`config.mk`:
```
export PLATFORM = sky130hd
export DESIGN_NAME = dp_framer
export DESIGN_NICKNAME = d
export VERILOG_FILES = /design/src/rtl/dp_framer_pkg.sv /design/src/rtl/dp_framer_timing.sv /design/src/rtl/dp_framer.sv
export SDC_FILE = /design/constraint.sdc
export NUM_CORES = 1
export LEC_CHECK = 0
export CAP_MARGIN = 10
export CORE_MARGIN = 2
export CORE_UTILIZATION = 45
export DETAILED_ROUTE_END_ITERATION = 10
export PLACE_DENSITY = 0.77
export SLEW_MARGIN = 20
export SYNTH_ARGS = -nofsm -noshare
export SYNTH_HDL_FRONTEND = slang
export SYNTH_HIERARCHICAL = 1
export SYNTH_SLANG_ARGS = --single-unit
```
`constraint.sdc`:
```
create_clock -name clk -period 3.4 [get_ports clk]
set_input_delay 1.02 -clock clk [delete_from_list [all_inputs] [get_ports clk]]
set_output_delay 1.02 -clock clk [all_outputs]
set_load 0.02 [all_outputs]
```
`src/rtl/dp_framer_pkg.sv`:
```
// dp_framer_pkg: DisplayPort framing symbol constants and lane helpers.
package dp_framer_pkg;
  localparam logic [7:0] SYM_BS   = 8'hBC;
  localparam logic [7:0] SYM_BE   = 8'hFB;
  localparam logic [7:0] SYM_SR   = 8'h1C;
  localparam logic [7:0] SYM_MAUD = 8'h00;
  localparam int VBID_VBLANK = 0;
  localparam int SR_W = 9;
  typedef struct packed {
    logic [3:0]  isk;
    logic [31:0] dat;
  } sym_t;
  function automatic sym_t lanes(input logic [7:0] s, input logic k);
    return '{isk: {4{k}}, dat: {4{s}}};
  endfunction
endpackage

```
`src/rtl/dp_framer_timing.sv`:
```
// dp_framer_timing: line/frame counters and slot decode for the framer.
module dp_framer_timing #(
  parameter int HACT   = 480,
  parameter int VACT   = 480,
  parameter int HTOTAL = 525,
  parameter int VTOTAL = 500,
  parameter int HW     = $clog2(HTOTAL)
) (
  input  logic          clk,
  input  logic          rst_n,
  input  logic          en,
  output logic [HW-1:0] hcnt,
  output logic          vblank,
  output logic          be_slot,
  output logic          data_slot,
  output logic          frame_start
);
  localparam int VW = $clog2(VTOTAL);
  logic [VW-1:0] vcnt;
  always_ff @(posedge clk or negedge rst_n)
    if (!rst_n) begin
      hcnt <= '0;
      vcnt <= VW'(VACT);
    end else if (!en) begin
      hcnt <= '0;
      vcnt <= VW'(VACT);
    end else if (hcnt == HW'(HTOTAL - 1)) begin
      hcnt <= '0;
      vcnt <= (vcnt == VW'(VTOTAL - 1)) ? '0 : vcnt + 1'b1;
    end else begin
      hcnt <= hcnt + 1'b1;
    end
  assign vblank      = vcnt >= VW'(VACT);
  assign be_slot     = !vblank && hcnt == HW'(HTOTAL - HACT - 1);
  assign data_slot   = !vblank && hcnt >= HW'(HTOTAL - HACT);
  assign frame_start = hcnt == '0 && vcnt == VW'(VACT);
endmodule

```
`src/rtl/dp_framer.sv`:
```
// dp_framer: DisplayPort main-link framer (BS/VB-ID/Mvid/Maud/BE + pixel data).
// Define DP_FRAMER_SR_EN to replace every 512th BS with SR.
module dp_framer
  import dp_framer_pkg::*;
#(
  parameter int         HACT   = 480,
  parameter int         VACT   = 480,
  parameter int         HTOTAL = 525,
  parameter int         VTOTAL = 500,
  parameter logic [7:0] MVID   = 8'h00
) (
  input  logic        clk,
  input  logic        rst_n,
  input  logic        en,
  input  logic [31:0] indat,
  output logic        consume,
  output logic        restart,
  output logic [31:0] dat,
  output logic [3:0]  isk
);
  localparam int HW = $clog2(HTOTAL);
  logic [HW-1:0] hcnt;
  logic          vblank, be_slot, data_slot, frame_start;
  logic [7:0]    bs_sym, vbid;
  sym_t          nxt;

  dp_framer_timing #(
    .HACT(HACT), .VACT(VACT), .HTOTAL(HTOTAL), .VTOTAL(VTOTAL), .HW(HW)
  ) u_timing (
    .clk(clk), .rst_n(rst_n), .en(en), .hcnt(hcnt), .vblank(vblank),
    .be_slot(be_slot), .data_slot(data_slot), .frame_start(frame_start)
  );

  // rst_n gating keeps the strobes low while the counters sit at their reset state
  assign consume = rst_n && en && data_slot;
  assign restart = rst_n && en && frame_start;

`ifdef DP_FRAMER_SR_EN
  logic [SR_W-1:0] sr_cnt;
  always_ff @(posedge clk or negedge rst_n)
    if (!rst_n) sr_cnt <= '0;
    else if (!en) sr_cnt <= '0;
    else if (hcnt == '0) sr_cnt <= sr_cnt + 1'b1;
  assign bs_sym = (sr_cnt == '0) ? SYM_SR : SYM_BS;
`else
  assign bs_sym = SYM_BS;
`endif

  always_comb begin
    vbid = '0;
    vbid[VBID_VBLANK] = vblank;
    nxt = !en                ? '0 :
          hcnt == HW'(0)     ? lanes(bs_sym, 1'b1) :
          hcnt == HW'(1)     ? lanes(vbid, 1'b0) :
          hcnt == HW'(2)     ? lanes(MVID, 1'b0) :
          hcnt == HW'(3)     ? lanes(SYM_MAUD, 1'b0) :
          be_slot            ? lanes(SYM_BE, 1'b1) :
          data_slot          ? '{isk: 4'h0, dat: indat} : '0;
  end

  always_ff @(posedge clk or negedge rst_n)
    if (!rst_n) begin
      dat <= '0;
      isk <= '0;
    end else begin
      dat <= nxt.dat;
      isk <= nxt.isk;
    end
endmodule
```
* Word-level counts from Yosys, hierarchy flattened *
Cells that the tools add are included.

operators by class
  add/sub/neg operators = 2
  order comparisons = 2
  eq/ne operators = 8
  mux-type cells = 12
  reduce and logical (&&, ||, !) cells = 8

operators by type and width
  operator                 number
  $mux W36                 6
  $mux W32                 1
  $mux W9                  3
  $eq A10 B2 Y1 const B    2
  $mux W10                 2
  $eq A9 B9 Y1 const B     2
  $add A10 B1 Y10 const B  1
  $eq A10 B1 Y1 const B    1
  $eq A10 B10 Y1 const B   1
  $eq A10 B6 Y1 const B    1
  $ge A10 B6 Y1 const B    1
  $logic_not A10 Y1        1
  $add A9 B1 Y9 const B    1
  $ge A9 B9 Y1 const B     1
  $logic_and A1 B1 Y1      6
  $ne A2 B1 Y1 const B     1
  $logic_not A1 Y1         1

word-level totals
  flip-flop bits (word level) = 55
  input bits = 35
  output and inout port bits = 38
  logic and storage cells = 36

* Depth between registers and ports, before layout *
Gate-level depths: netlist of the first run.

  word-level depth = 10
  depth in mapped cells = 10
  mapped depth without buffers = 8

* By module *
The synthesis of the first run kept the hierarchy.

modules (own cells, without submodules)
  module            instances  cells an instance  area each (um2)
  dp_framer         1          126                1305.0
  dp_framer_timing  1          126                1168.6

* Least setup slack after synthesis of the first run *
Ideal clock, no wire load.

  kind = register to output
  start = reg u_timing.hcnt[0]
  end = out consume
  data arrival time = 1.763 ns
  data required time = 2.380 ns
  path slack = 0.617 ns
  cell stages (with the launch flop) = 9
  cell sequence = dfrtp_1 -> inv_1 -> ha_1 -> a21oi_1 -> o21ai_0 -> a21oi_1 -> clkbuf_1 -> clkbuf_1 -> and3_1

between the ends
  longest elaborated chain between the ends = 3

ends and longest elaborated chain
  element                 RTL line                source
  start, declared         dp_framer_timing.sv:12  output logic [HW-1:0] hcnt,
  start signal, assigned  dp_framer_timing.sv:31  hcnt <= hcnt + 1'b1;
  $ge A10 B6 Y1           dp_framer_timing.sv:35  assign data_slot = !vblank && hcnt >= HW'(HTOTAL - HACT);
  $logic_and A1 B1 Y1     dp_framer_timing.sv:35
  via data_slot           dp_framer.sv:23         logic vblank, be_slot, data_slot, frame_start;
  $logic_and A1 B1 Y1     dp_framer.sv:35         assign consume = rst_n && en && data_slot;
  end, declared           dp_framer.sv:16         output logic consume,

The timed path passes the listed nets, and every way through them passes these cells.

* Worst setup path in the final report of the first run *
  start = reg u_timing.vcnt[7]
  end = out restart

between the ends
  longest elaborated chain between the ends = 3

ends and longest elaborated chain
  element                 RTL line                source
  start, declared         dp_framer_timing.sv:19  logic [VW-1:0] vcnt;
  start signal, assigned  dp_framer_timing.sv:23  vcnt <= VW'(VACT);
  start signal, assigned  dp_framer_timing.sv:26  vcnt <= VW'(VACT);
  start signal, assigned  dp_framer_timing.sv:29  vcnt <= (vcnt == VW'(VTOTAL - 1)) ? '0 : vcnt + 1'b1;
  $eq A9 B9 Y1            dp_framer_timing.sv:36  assign frame_start = hcnt == '0 && vcnt == VW'(VACT);
  $logic_and A1 B1 Y1     dp_framer_timing.sv:36
  via frame_start         dp_framer.sv:23
  $logic_and A1 B1 Y1     dp_framer.sv:36         assign restart = rst_n && en && frame_start;
  end, declared           dp_framer.sv:17         output logic restart,

The timed path passes the listed nets, and every way through them passes these cells.

==> metrics, run 1 <==
Post-synth EDFFs 0; synth warn 6; Die Y-Extent about 78 um; relative slew slack 51.0%; Via-to-Cell Ratio between 5 and 6; largest net degree at the start of global routing 33; # setup viols final 0; overall routed net length 5.65 mm; CP delay by family, top simple AND/OR/NAND/NOR gates; Crit path largest cell delay slightly below 0.6 ns; max_cap viols 0; Worst Clk Skew 0.00372 ns; Max Freq 0.337 GHz; CTS Buffer Depth 2; post-layout min period 2.97 ns; RSZ-0062 raised after global routing false; I/O Pins 73; VDD IR max 0.164 mV; Worst Hold Class flip-flop to flip-flop; Detailed Routing Iterations Pass 1 5; initial cell density of the core 47.5%; power share of the clock group 28.9%; Worst-Margin Slew ~0.73 ns; Worst Path Buf+Inv 1; CP max-delay cell dfstp_2; Crit Path Class flip-flop to output pin; cells on worst reg2reg path 4; fin cells 390; Final Cycle Share 87.3%; Root Buffer Master clkbuf_8; post-route ant nets 0; register area share after synthesis 52.8%; 1st-iter DRT viols around 200; Net Sw Frac 26.4%; worst path cell trace nand4_1 -> nor2_1 -> nand4b_1 -> nor4_2 -> and3_1 -> dlymetal6s2s_1; HPWL after detailed placement 4.06 mm; layout cells sized above 1 10.0%; PwrDens approximately 380 nW/um^2; clk_lat worst skew 0.30 ns; Wirelength per Cell 14.5 um; Hold Path Stages 2; share of power burned in registers around 52%; fin. max-slew vios 0; Synth Register Bits 52; Startpoint Class flip-flop; ys async rst share 100%; DRC errors left 0; ANT cells 0; reg-to-reg slack, setup 1.22 ns; Setup WS post-layout 0.433 ns; TritonCTS Buffers 5; IO Port Bufs 72; cell leakage power 1.46 nW; Comb power frac 18.8%; Setup TNS 0 ns; placed insts 382; Layout area overhead 35.0%; CTS clk-pin slew, worst paths 0.09 ns; vias in the first global route a little under 2000; Syn Area/Cell 9.82 sq um; Clock Sinks 52; grt ovf 0; synthesized cell area 2470 sq um; first-pass GRT wire length 9.48 mm; Net count, final 360; htree depth 2; Site Rows 26; Worst Path Arrival 1.95 ns; Worst Path Max Fanout 5; Unique masters post-synth 44; Synth Flop Type dfrtp_1; switching pwr between 0.3 and 0.4 mW; result of the run completed; gr usage total 19.5%; pre-CTS setup slack 0.0546 ns; RD Place Congestion 0.832; core area between 5000 and 6000 sq um; Die X-Extent 78.1 um; Mapped Cells 252; Crit. End Element output pin; TritonCTS clock tree built; Int Pwr 0.938 mW; Syn Nets a little under 300; WP depth 6; final hold vios 0; Die ar. a little over 6000 sq um; routed via count roughly 2000; WP data required about 2.4 ns; initial antenna violation count 0
## per-stage QoR
stage          util [%]  power (mW)  cell area, sq um  hold slack (ns)
6_report           64.2        1.28              3340            0.525
5_1_grt            64.2        1.34              3340            0.544
4_1_cts            63.9        1.29              3330            0.530
3_5_place_dp       62.1       0.920              3230            0.517
3_3_place_gp       62.1       0.916              3230            0.502
2_1_floorplan         -       0.785              2470            0.486
## tightest hold or removal path, stage by stage (launching register included)
cell and delay, ns:
dfstp_2 0.40, nand2_1 0.05, nand3_1 0.07
## area by class of cell
type	count	area (sq um)
multi-input combinational	174	1050
clock inverter	2	13.8
inverter	8	30.0
sequential	52	1310
tap	70	87.6
timing repair buffer	78	766
fill	436	1870
clock buffer	6	82.6
## layer usage
layer  part of all wire (%)  up-vias  GRT usage, %  wire [um]
met5                      0        -             0          0
met4                   0.92        0          5.26         52
met3                    5.0        7          4.14        280
met2                     50       61          32.1       2850
met1                     44      975          26.2       2470
li1                       -     1006             -          -
## sequential cells by signal, summed over array words and instances (netlist names)
register,count
u_timing/vcnt,9
dat,32
u_timing/hcnt,10
isk,1
## cell families (layout without fill, tap and decap cells)
family                   after synthesis  in the layout  share of synthesized area [%]
adder cells (fa/ha/maj)                6              6                           3.03
buffers and inverters                 26             94                           5.06
flip-flops                            52             52                           52.8
XOR/XNOR                               9              9                           3.19
AO/OA/AOI/OAI                         58             58                           14.8
AND/OR/NAND/NOR                      101            101                           21.1
## synth_stat cells, drive strengths merged (2+ instances only)
| cell | count | area (sq um) |
|---|---|---|
| a21o | 2 | 15.0 |
| nor4 | 6 | 37.5 |
| dfrtp | 48 | 1200 |
| and4b | 2 | 20.0 |
| nand2 | 30 | 113 |
| buf | 6 | 50.0 |
| nor3 | 2 | 10.0 |
| nand3 | 13 | 65.1 |
| o31ai | 2 | 28.8 |
| xor2 | 5 | 43.8 |
| ha | 6 | 75.1 |
| nand4b | 2 | 17.5 |
| and2 | 2 | 12.5 |
| and3 | 5 | 32.5 |
| a21oi | 32 | 160 |
| xnor2 | 4 | 35.0 |
| o211ai | 2 | 20.0 |
| or3 | 3 | 23.8 |
| or4 | 2 | 22.5 |
| inv | 8 | 30.0 |
| clkbuf | 12 | 45.0 |
| a21boi | 3 | 22.5 |
| o31a | 2 | 17.5 |
| nand4 | 6 | 37.5 |
| o21ai | 11 | 55.1 |
| nor2 | 22 | 82.6 |
| dfstp | 4 | 105 |
## path summary, 6_finish.rpt
check | startpoint | end
setup / recovery | u_timing/vcnt[7]$_DFFE_PN1P_ | restart
hold / removal | u_timing/vcnt[7]$_DFFE_PN1P_ | u_timing/vcnt[7]$_DFFE_PN1P_
setup reg to reg | u_timing/hcnt[8]$_DFF_PN0_ | u_timing/vcnt[4]$_DFFE_PN0P_
hold reg to reg | u_timing/vcnt[7]$_DFFE_PN1P_ | u_timing/vcnt[7]$_DFFE_PN1P_
max in group asynchronous | rst_n | u_timing/vcnt[8]$_DFFE_PN1P_
min in group asynchronous | rst_n | u_timing/vcnt[2]$_DFFE_PN0P_
## layout by cell type, fill, tap and decap left out, drive strengths merged, types with 3 or more instances in the layout
cell / count
or3: 3
and3: 5
nand3: 13
a21oi: 32
dfstp: 4
inv: 9
nor4: 6
ha: 6
buf: 7
clkbuf: 6
xnor2: 4
dfrtp: 48
o21ai: 11
a21boi: 3
clkdlybuf4s50: 69
nor2: 22
nand4: 6
nand2: 30
xor2: 5
## power groups by stage
stage                     registers, mW  logic (mW)  clock network, mW
final                             0.667       0.240              0.369
after floorplan                   0.719      0.0659                  0
after CTS                         0.667       0.242              0.379
after detailed placement          0.679       0.241                  0
after global placement            0.678       0.239                  0
after global routing              0.671       0.259              0.407
## repair_timing
item                                    4_1_cts  5_1_grt
gates resized for setup                       0        4
hold buffers                                  0        0
setup buffers                                 0        0
endpoints found under the setup margin        0        2
No activity file was read; power rests on OpenSTA's default activity.
==> inputs of run 2 (changes only) <==
- ABC_AREA: unset -> 1
- PLACE_DENSITY: 0.77 -> 0.76
- TNS_END_PERCENT: unset -> 100
- clock period: 3.4 -> 2.5 ns (I/O delays scaled with it)
==> run 2 against run 1 <==
Against the previous run: clock-buffer cell count shrank 1; synthesized cell count grew 52%; highest routed layer unchanged; combinational power grew 76%; setup slack lost 0.36 ns.
==> metrics, run 2 <==
Syn Area/Cell 8.36 sq um (-15%); Synth Flop Type dfrtp_1; routed via count 2741 (+34%); placed insts 563 (+47%); 1st-iter DRT viols 120 (-40%); Site Rows 30 (+15%); RSZ-0062 raised after global routing true; Worst Path Max Fanout 2 (-3); Comb power frac 23.4% (+4.6 points); grt ovf 0 (unchanged); fin. max-slew vios 0 (unchanged); Synth Register Bits 52 (unchanged); synth warn 6 (unchanged); Die X-Extent 88.4 um (+13%); top-area cell type share of the netlist area 37.5% (-11 points); Root Buffer Master clkbuf_8; Area contributors post-synth dfrtp_1 (38%), nand2_1 (11%), nand3_2 (6.3%); Startpoint Class flip-flop; Worst Path Buf+Inv 3 (+2); worst path cell trace inv_1 -> ha_2 -> nand2_1 -> inv_1 -> nand3_1 -> nor4_2 -> and3_1 -> buf_4; share of power burned in registers 49.7% (-2.6 points); Worst Path Arrival 1.68 ns (-0.27 ns); clk_lat worst skew 0.31 ns (about the same); TritonCTS clock tree built; Worst-Margin Slew 0.637 ns (-0.0915 ns); most frequent cells in the layout nand2_1 (94), clkdlybuf4s50_1 (69), dfrtp_1 (48); ANT cells 0 (unchanged); register area share after synthesis 40.8% (-12 points); Net Sw Frac 30.0% (+3.6 points); post-route ant nets 0 (unchanged); met3 WL 494 um (+76%); most common cell after layout, fill and taps aside nand2_1; Int Pwr 1.26 mW (+35%); Layout area overhead 31.7%; post-layout min period 2.43 ns; htree depth 2 (unchanged); Final Cycle Share 97.2%; Via-to-Cell Ratio 4.80 (-8.6%); overall routed net length 7.36 mm (+30%); # setup viols final 0 (unchanged); final hold vios 0 (unchanged); fin cells 571 (+46%); Crit path largest cell delay 0.39 ns (-0.19 ns); top sig layer met4; Worst Clk Skew 0.0142 ns (+0.0105 ns); max_cap viols 0 (unchanged); DRC errors left 0 (unchanged); Die Y-Extent 88.4 um (+13%); Crit. End Element output pin; power share of the clock group 26.9% (-2.0 points); largest net degree at the start of global routing 33 (unchanged); max FFs per register 32 (unchanged); initial antenna violation count 0 (unchanged); switching pwr 0.542 mW (+61%); CP delay by family, top simple AND/OR/NAND/NOR gates; result of the run completed; Post-synth EDFFs 0 (unchanged); Top Registers dat (32), u_timing/hcnt (10), u_timing/vcnt (9); Net count, final 515 (+43%); first-pass GRT wire length 12.1 mm (+27%); RD Place Congestion 0.894 (+7.5%); Min Hold Slack 0.423 ns (-0.102 ns); I/O Pins 73 (unchanged); ys async rst share 100% (unchanged); CP most frequent cell inv_1; hold buffers post-CTS 0 (unchanged); Crit Path Class flip-flop to output pin; CTS clk-pin slew, worst paths 0.09 ns (about the same); synthesized cell area 3200 sq um (+29%); Detailed Routing Iterations Pass 1 4 (-1); Reg with most FFs dat; WP data required 1.75 ns (-0.63 ns); Syn Nets 424 (+45%); CTS Buffer Depth 2 (unchanged); CP max-delay cell dfrtp_1; Die ar. 7810 sq um (+28%); relative slew slack 57.4% (+6.3 points); PwrDens 428 nW/um^2 (+12%); Wirelength per Cell 12.9 um (-11%); core area 6830 sq um (+31%); cell leakage power 1.97 nW (+35%); Clock Sinks 52 (unchanged); VDD IR max 0.190 mV (+16%); layout cells sized above 1 28.4% (+18 points); Mapped Cells 383 (+52%); Max Freq 0.412 GHz; gr usage total 19.7% (+0.25 points); TritonCTS Buffers 5 (unchanged); count leader, synth nand2_1; vias in the first global route 2648 (+37%); top cell type by total area after synthesis dfrtp_1; Worst Hold Class primary input to asynchronous set/reset pin; routed wl met2 3.64 mm (+28%); Unique masters post-synth 31 (-30%); Post-synth top cells nand2_1 (94), dfrtp_1 (48), nor2_1 (45); HPWL after detailed placement 5.65 mm (+39%); initial cell density of the core 46.9% (-0.66 points); Met1 Wirelength 3.16 mm (+28%); IO Port Bufs 72 (unchanged)
==> run 2: stage by stage <==
stage               util (%)  TNS, ns  power [mW]  setup WS [ns]  instance area, sq um
floorplan                  -        0        1.16          0.247                  3200
global placement        60.5   -0.636        1.33         -0.332                  4140
detailed placement      60.5   -0.638        1.34         -0.331                  4140
CTS                     61.7        0        1.82         0.0163                  4210
global route            61.7  -0.0277        1.89        -0.0277                  4220
finish                  61.7        0        1.80         0.0702                  4220
==> run 2: per-layer routing <==
metal  track usage (%)  vias up
met5                 0        -
met4              4.68        0
met3              4.66        7
met2              34.2       78
met1              25.0     1266
li1                  -     1390
==> run 2: repair_timing <==
action,in CTS,in global routing
setup endpoints to repair,2,1
gates resized for setup,8,2
gates cloned,0,0
hold endpoints to repair,0,0
pin swaps,0,0
buffers inserted,0,0
==> run 2: worst paths after layout <==
check / from / endpoint / slack (ns) / depth (start not counted)
worst min-delay path: rst_n / dat[8]$_DFF_PN0_ / 0.42 / 2
worst min register to register: u_timing/hcnt[0]$_DFF_PN0_ / u_timing/hcnt[0]$_DFF_PN0_ / 0.59 / 2
worst max register to register: u_timing/hcnt[0]$_DFF_PN0_ / dat[3]$_DFF_PN0_ / 0.54 / 10
max in group asynchronous: rst_n / dat[30]$_DFF_PN0_ / 1.67 / 2
min in group clk: u_timing/hcnt[0]$_DFF_PN0_ / u_timing/hcnt[0]$_DFF_PN0_ / 0.59 / 2
worst max-delay path: u_timing/hcnt[0]$_DFF_PN0_ / restart / 0.07 / 8
==> run 2: cells by family after synthesis <==
| group | share of synthesized area (%) |
|---|---|
| AOI/OAI and AO/OA | 9.50 |
| xor gates and xnor gates | 0.821 |
| adders and majority gates | 2.34 |
| buffers and inverters | 8.67 |
| DFF | 40.8 |
| and+or+nand+nor | 37.9 |
==> run 2: area by class of cell <==
class / instances / area (sq um)
Fill cell: 603 / 2610
Multi-Input combinational cell: 278 / 1630
Sequential cell: 52 / 1310
Timing Repair Buffer: 104 / 948
Inverter: 33 / 125
Tap cell: 96 / 120
Clock buffer: 5 / 68.8
Clock inverter: 3 / 18.8
==> run 2: power by group through the flow <==
stage                     clock network, mW  registers [mW]  logic, mW
after floorplan                           0           0.965      0.198
after global placement                    0           0.914      0.419
after detailed placement                  0           0.914      0.424
after CTS                             0.502           0.897      0.426
after global routing                  0.532           0.900      0.453
final                                 0.486           0.897      0.422
==> inputs of run 3 (changes only) <==
- PLACE_DENSITY: 0.76 -> 0.73
- clock period: 2.5 -> 2.65 ns (I/O delays scaled with it)
==> run 3 against run 2 <==
Against the previous run: critical path depth down 5; sequential share of layout area up 0.35 points; routed wire length up 2.8%; clock power down 4.7%; register-to-register slack about the same; cell count down 1.1%; combinational power down 5.7%; design area down 0.92%; global-route usage down 0.16 points; non-clock buffer count down 6; clock skew down 0.0071 ns; critical endpoint is now consume; largest power group unchanged.
==> metrics, run 3 (synthesis results as in run 2) <==
result of the run completed; Finished Cell Area 4180 sq um (-0.92%); Site Rows 30 (unchanged); VDD IR max 0.248 mV (+30%); # setup viols final 0 (unchanged); initial cell density of the core 46.9% (unchanged); Crit path largest cell delay 0.55 ns (+0.16 ns); Top Registers dat (32), u_timing/hcnt (10), u_timing/vcnt (9); Worst-Margin Slew 0.635 ns (-0.00178 ns); Startpoint Class primary input; Die X-Extent 88.4 um (unchanged); WP data required 1.86 ns (+0.11 ns); Net count, final 509 (-1.2%); fin. max-slew vios 0 (unchanged); relative slew slack 57.5% (+0.12 points); first-pass GRT wire length 12.0 mm (-0.46%); Worst Path Arrival 1.81 ns (+0.13 ns); CP max-delay cell clkdlybuf4s50_1; ANT cells 0 (unchanged); RD Place Congestion 0.831 (-7.0%); most frequent cells in the layout nand2_1 (94), clkdlybuf4s50_1 (69), dfrtp_1 (46); most common cell after layout, fill and taps aside nand2_1; layout cells sized above 1 27.7% (-0.70 points); vias in the first global route 2626 (-0.83%); PwrDens 409 nW/um^2 (-4.5%); Max Freq 0.385 GHz; TritonCTS Buffers 5 (unchanged); gr usage total 19.5% (-0.16 points); hold buffers post-CTS 0 (unchanged); Reg with most FFs dat; Layout area overhead 30.5%; Wirelength per Cell 13.4 um (+3.9%); Clock Sinks 52 (unchanged); final core utilization 61.2% (-0.57 points); max FFs per register 32 (unchanged); post-route ant nets 0 (unchanged); final hold vios 0 (unchanged); Worst Hold Class primary input to asynchronous set/reset pin; Final Cycle Share 98.1%; DRC errors left 0 (unchanged); CTS clk-pin slew, worst paths 0.09 ns (about the same); overall routed net length 7.56 mm (+2.8%); Crit. End Element output pin; Crit Path Class primary input to output pin; htree depth 2 (unchanged); core area 6830 sq um (unchanged); max_cap viols 0 (unchanged); Root Buffer Master clkbuf_8; grt ovf 0 (unchanged); Detailed Routing Iterations Pass 1 4 (unchanged); Die Y-Extent 88.4 um (unchanged); RSZ-0062 raised after global routing false; Fill cells 622 (+3.2%); routed via count 2724 (-0.62%); Worst Path Max Fanout 3 (+1); Die ar. 7810 sq um (unchanged); largest net degree at the start of global routing 37 (+12%); worst path cell trace clkdlybuf4s50_1 -> and3_1 -> clkdlybuf4s18_2; placed instance area 4070 sq um (-1.6%); TritonCTS clock tree built; Setup TNS 0 ns (unchanged); Worst Path Buf+Inv 2 (-1); HPWL after detailed placement 5.63 mm (-0.43%); 1st-iter DRT viols 165 (+38%); post-layout min period roughly 2.6 ns; IO Port Bufs 72 (unchanged); Via-to-Cell Ratio 4.82 (+0.44%); cell leakage power 1.94 nW (-1.4%); CTS Buffer Depth 2 (unchanged); clk_lat worst skew 0.31 ns (about the same); Setup WS post-layout 0.0494 ns (-0.0208 ns); Worst Clk Skew 0.00712 ns (-0.00708 ns); initial antenna violation count 0 (unchanged); CP delay by family, top buffers and inverters; pre-CTS setup slack -0.305 ns (+0.0262 ns); I/O Pins 73 (unchanged)
==> run 3: repair_timing <==
item / 4_1_cts / 5_1_grt
pin swaps: 0 / 0
hold endpoints to repair: 0 / 0
setup endpoints to repair: 2 / 2
buffers inserted: 0 / 3
gates resized for setup: 6 / 5
==> run 3: worst paths after layout <==
check	end	depth (start not counted)	slack, ns	start
max	consume	3	0.05	en
min	u_timing/vcnt[4]$_DFFE_PN0P_	2	0.50	rst_n
max reg2reg	dat[12]$_DFF_PN0_	10	0.53	u_timing/hcnt[1]$_DFF_PN0_
min reg2reg	u_timing/vcnt[8]$_DFFE_PN1P_	2	0.57	u_timing/vcnt[8]$_DFFE_PN1P_
max in group asynchronous	u_timing/vcnt[3]$_DFFE_PN0P_	2	1.69	rst_n
min in group clk	u_timing/vcnt[8]$_DFFE_PN1P_	2	0.57	u_timing/vcnt[8]$_DFFE_PN1P_
==> run 3: metal layers <==
layer,track usage [%],part of all wire [%],vias up
met5,0,0,-
met4,5.65,1.1,0
met3,3.17,4.6,9
met2,33.2,48,80
met1,25.9,46,1255
li1,-,-,1380
==> run 3: final cells by class <==
class                           count  area [sq um]  area share [%]
Clock buffer                        5          68.8            1.65
Clock inverter                      3          22.5           0.539
Timing Repair Buffer               98           906            21.7
Tap cell                           96           120            2.87
Sequential cell                    52          1310            31.3
Inverter                           33           125            2.99
Multi-Input combinational cell    278          1630            39.0
==> run 3: report_power, final <==
| group | switching (mW) | leakage (nW) | total, mW | internal, mW |
|---|---|---|---|---|
| logic | 0.227 | 1.21 | 0.398 | 0.172 |
| clock network | 0.273 | 0.0485 | 0.463 | 0.190 |
| registers | 0.0148 | 0.684 | 0.847 | 0.832 |
| total | 0.514 | 1.94 | 1.71 | 1.19 |
==> run 3: through the flow <==
stage                     power [mW]  hold slack (ns)  std cells
final                           1.71            0.497        565
after floorplan                 1.10            0.498        383
after global routing            1.79            0.478        565
after CTS                       1.73            0.476        562
after detailed placement        1.26            0.559        554
after global placement          1.26            0.549        554
==> run 3: worst reg2reg max path: stages, from the launching register on <==
cell	delay, ns
dfrtp_1	0.39
inv_1	0.11
ha_1	0.19
inv_1	0.08
nor2_4	0.14
inv_2	0.08
nor4_2	0.31
inv_1	0.32
nand2_1	0.17
nand3_2	0.08
a21oi_2	0.16
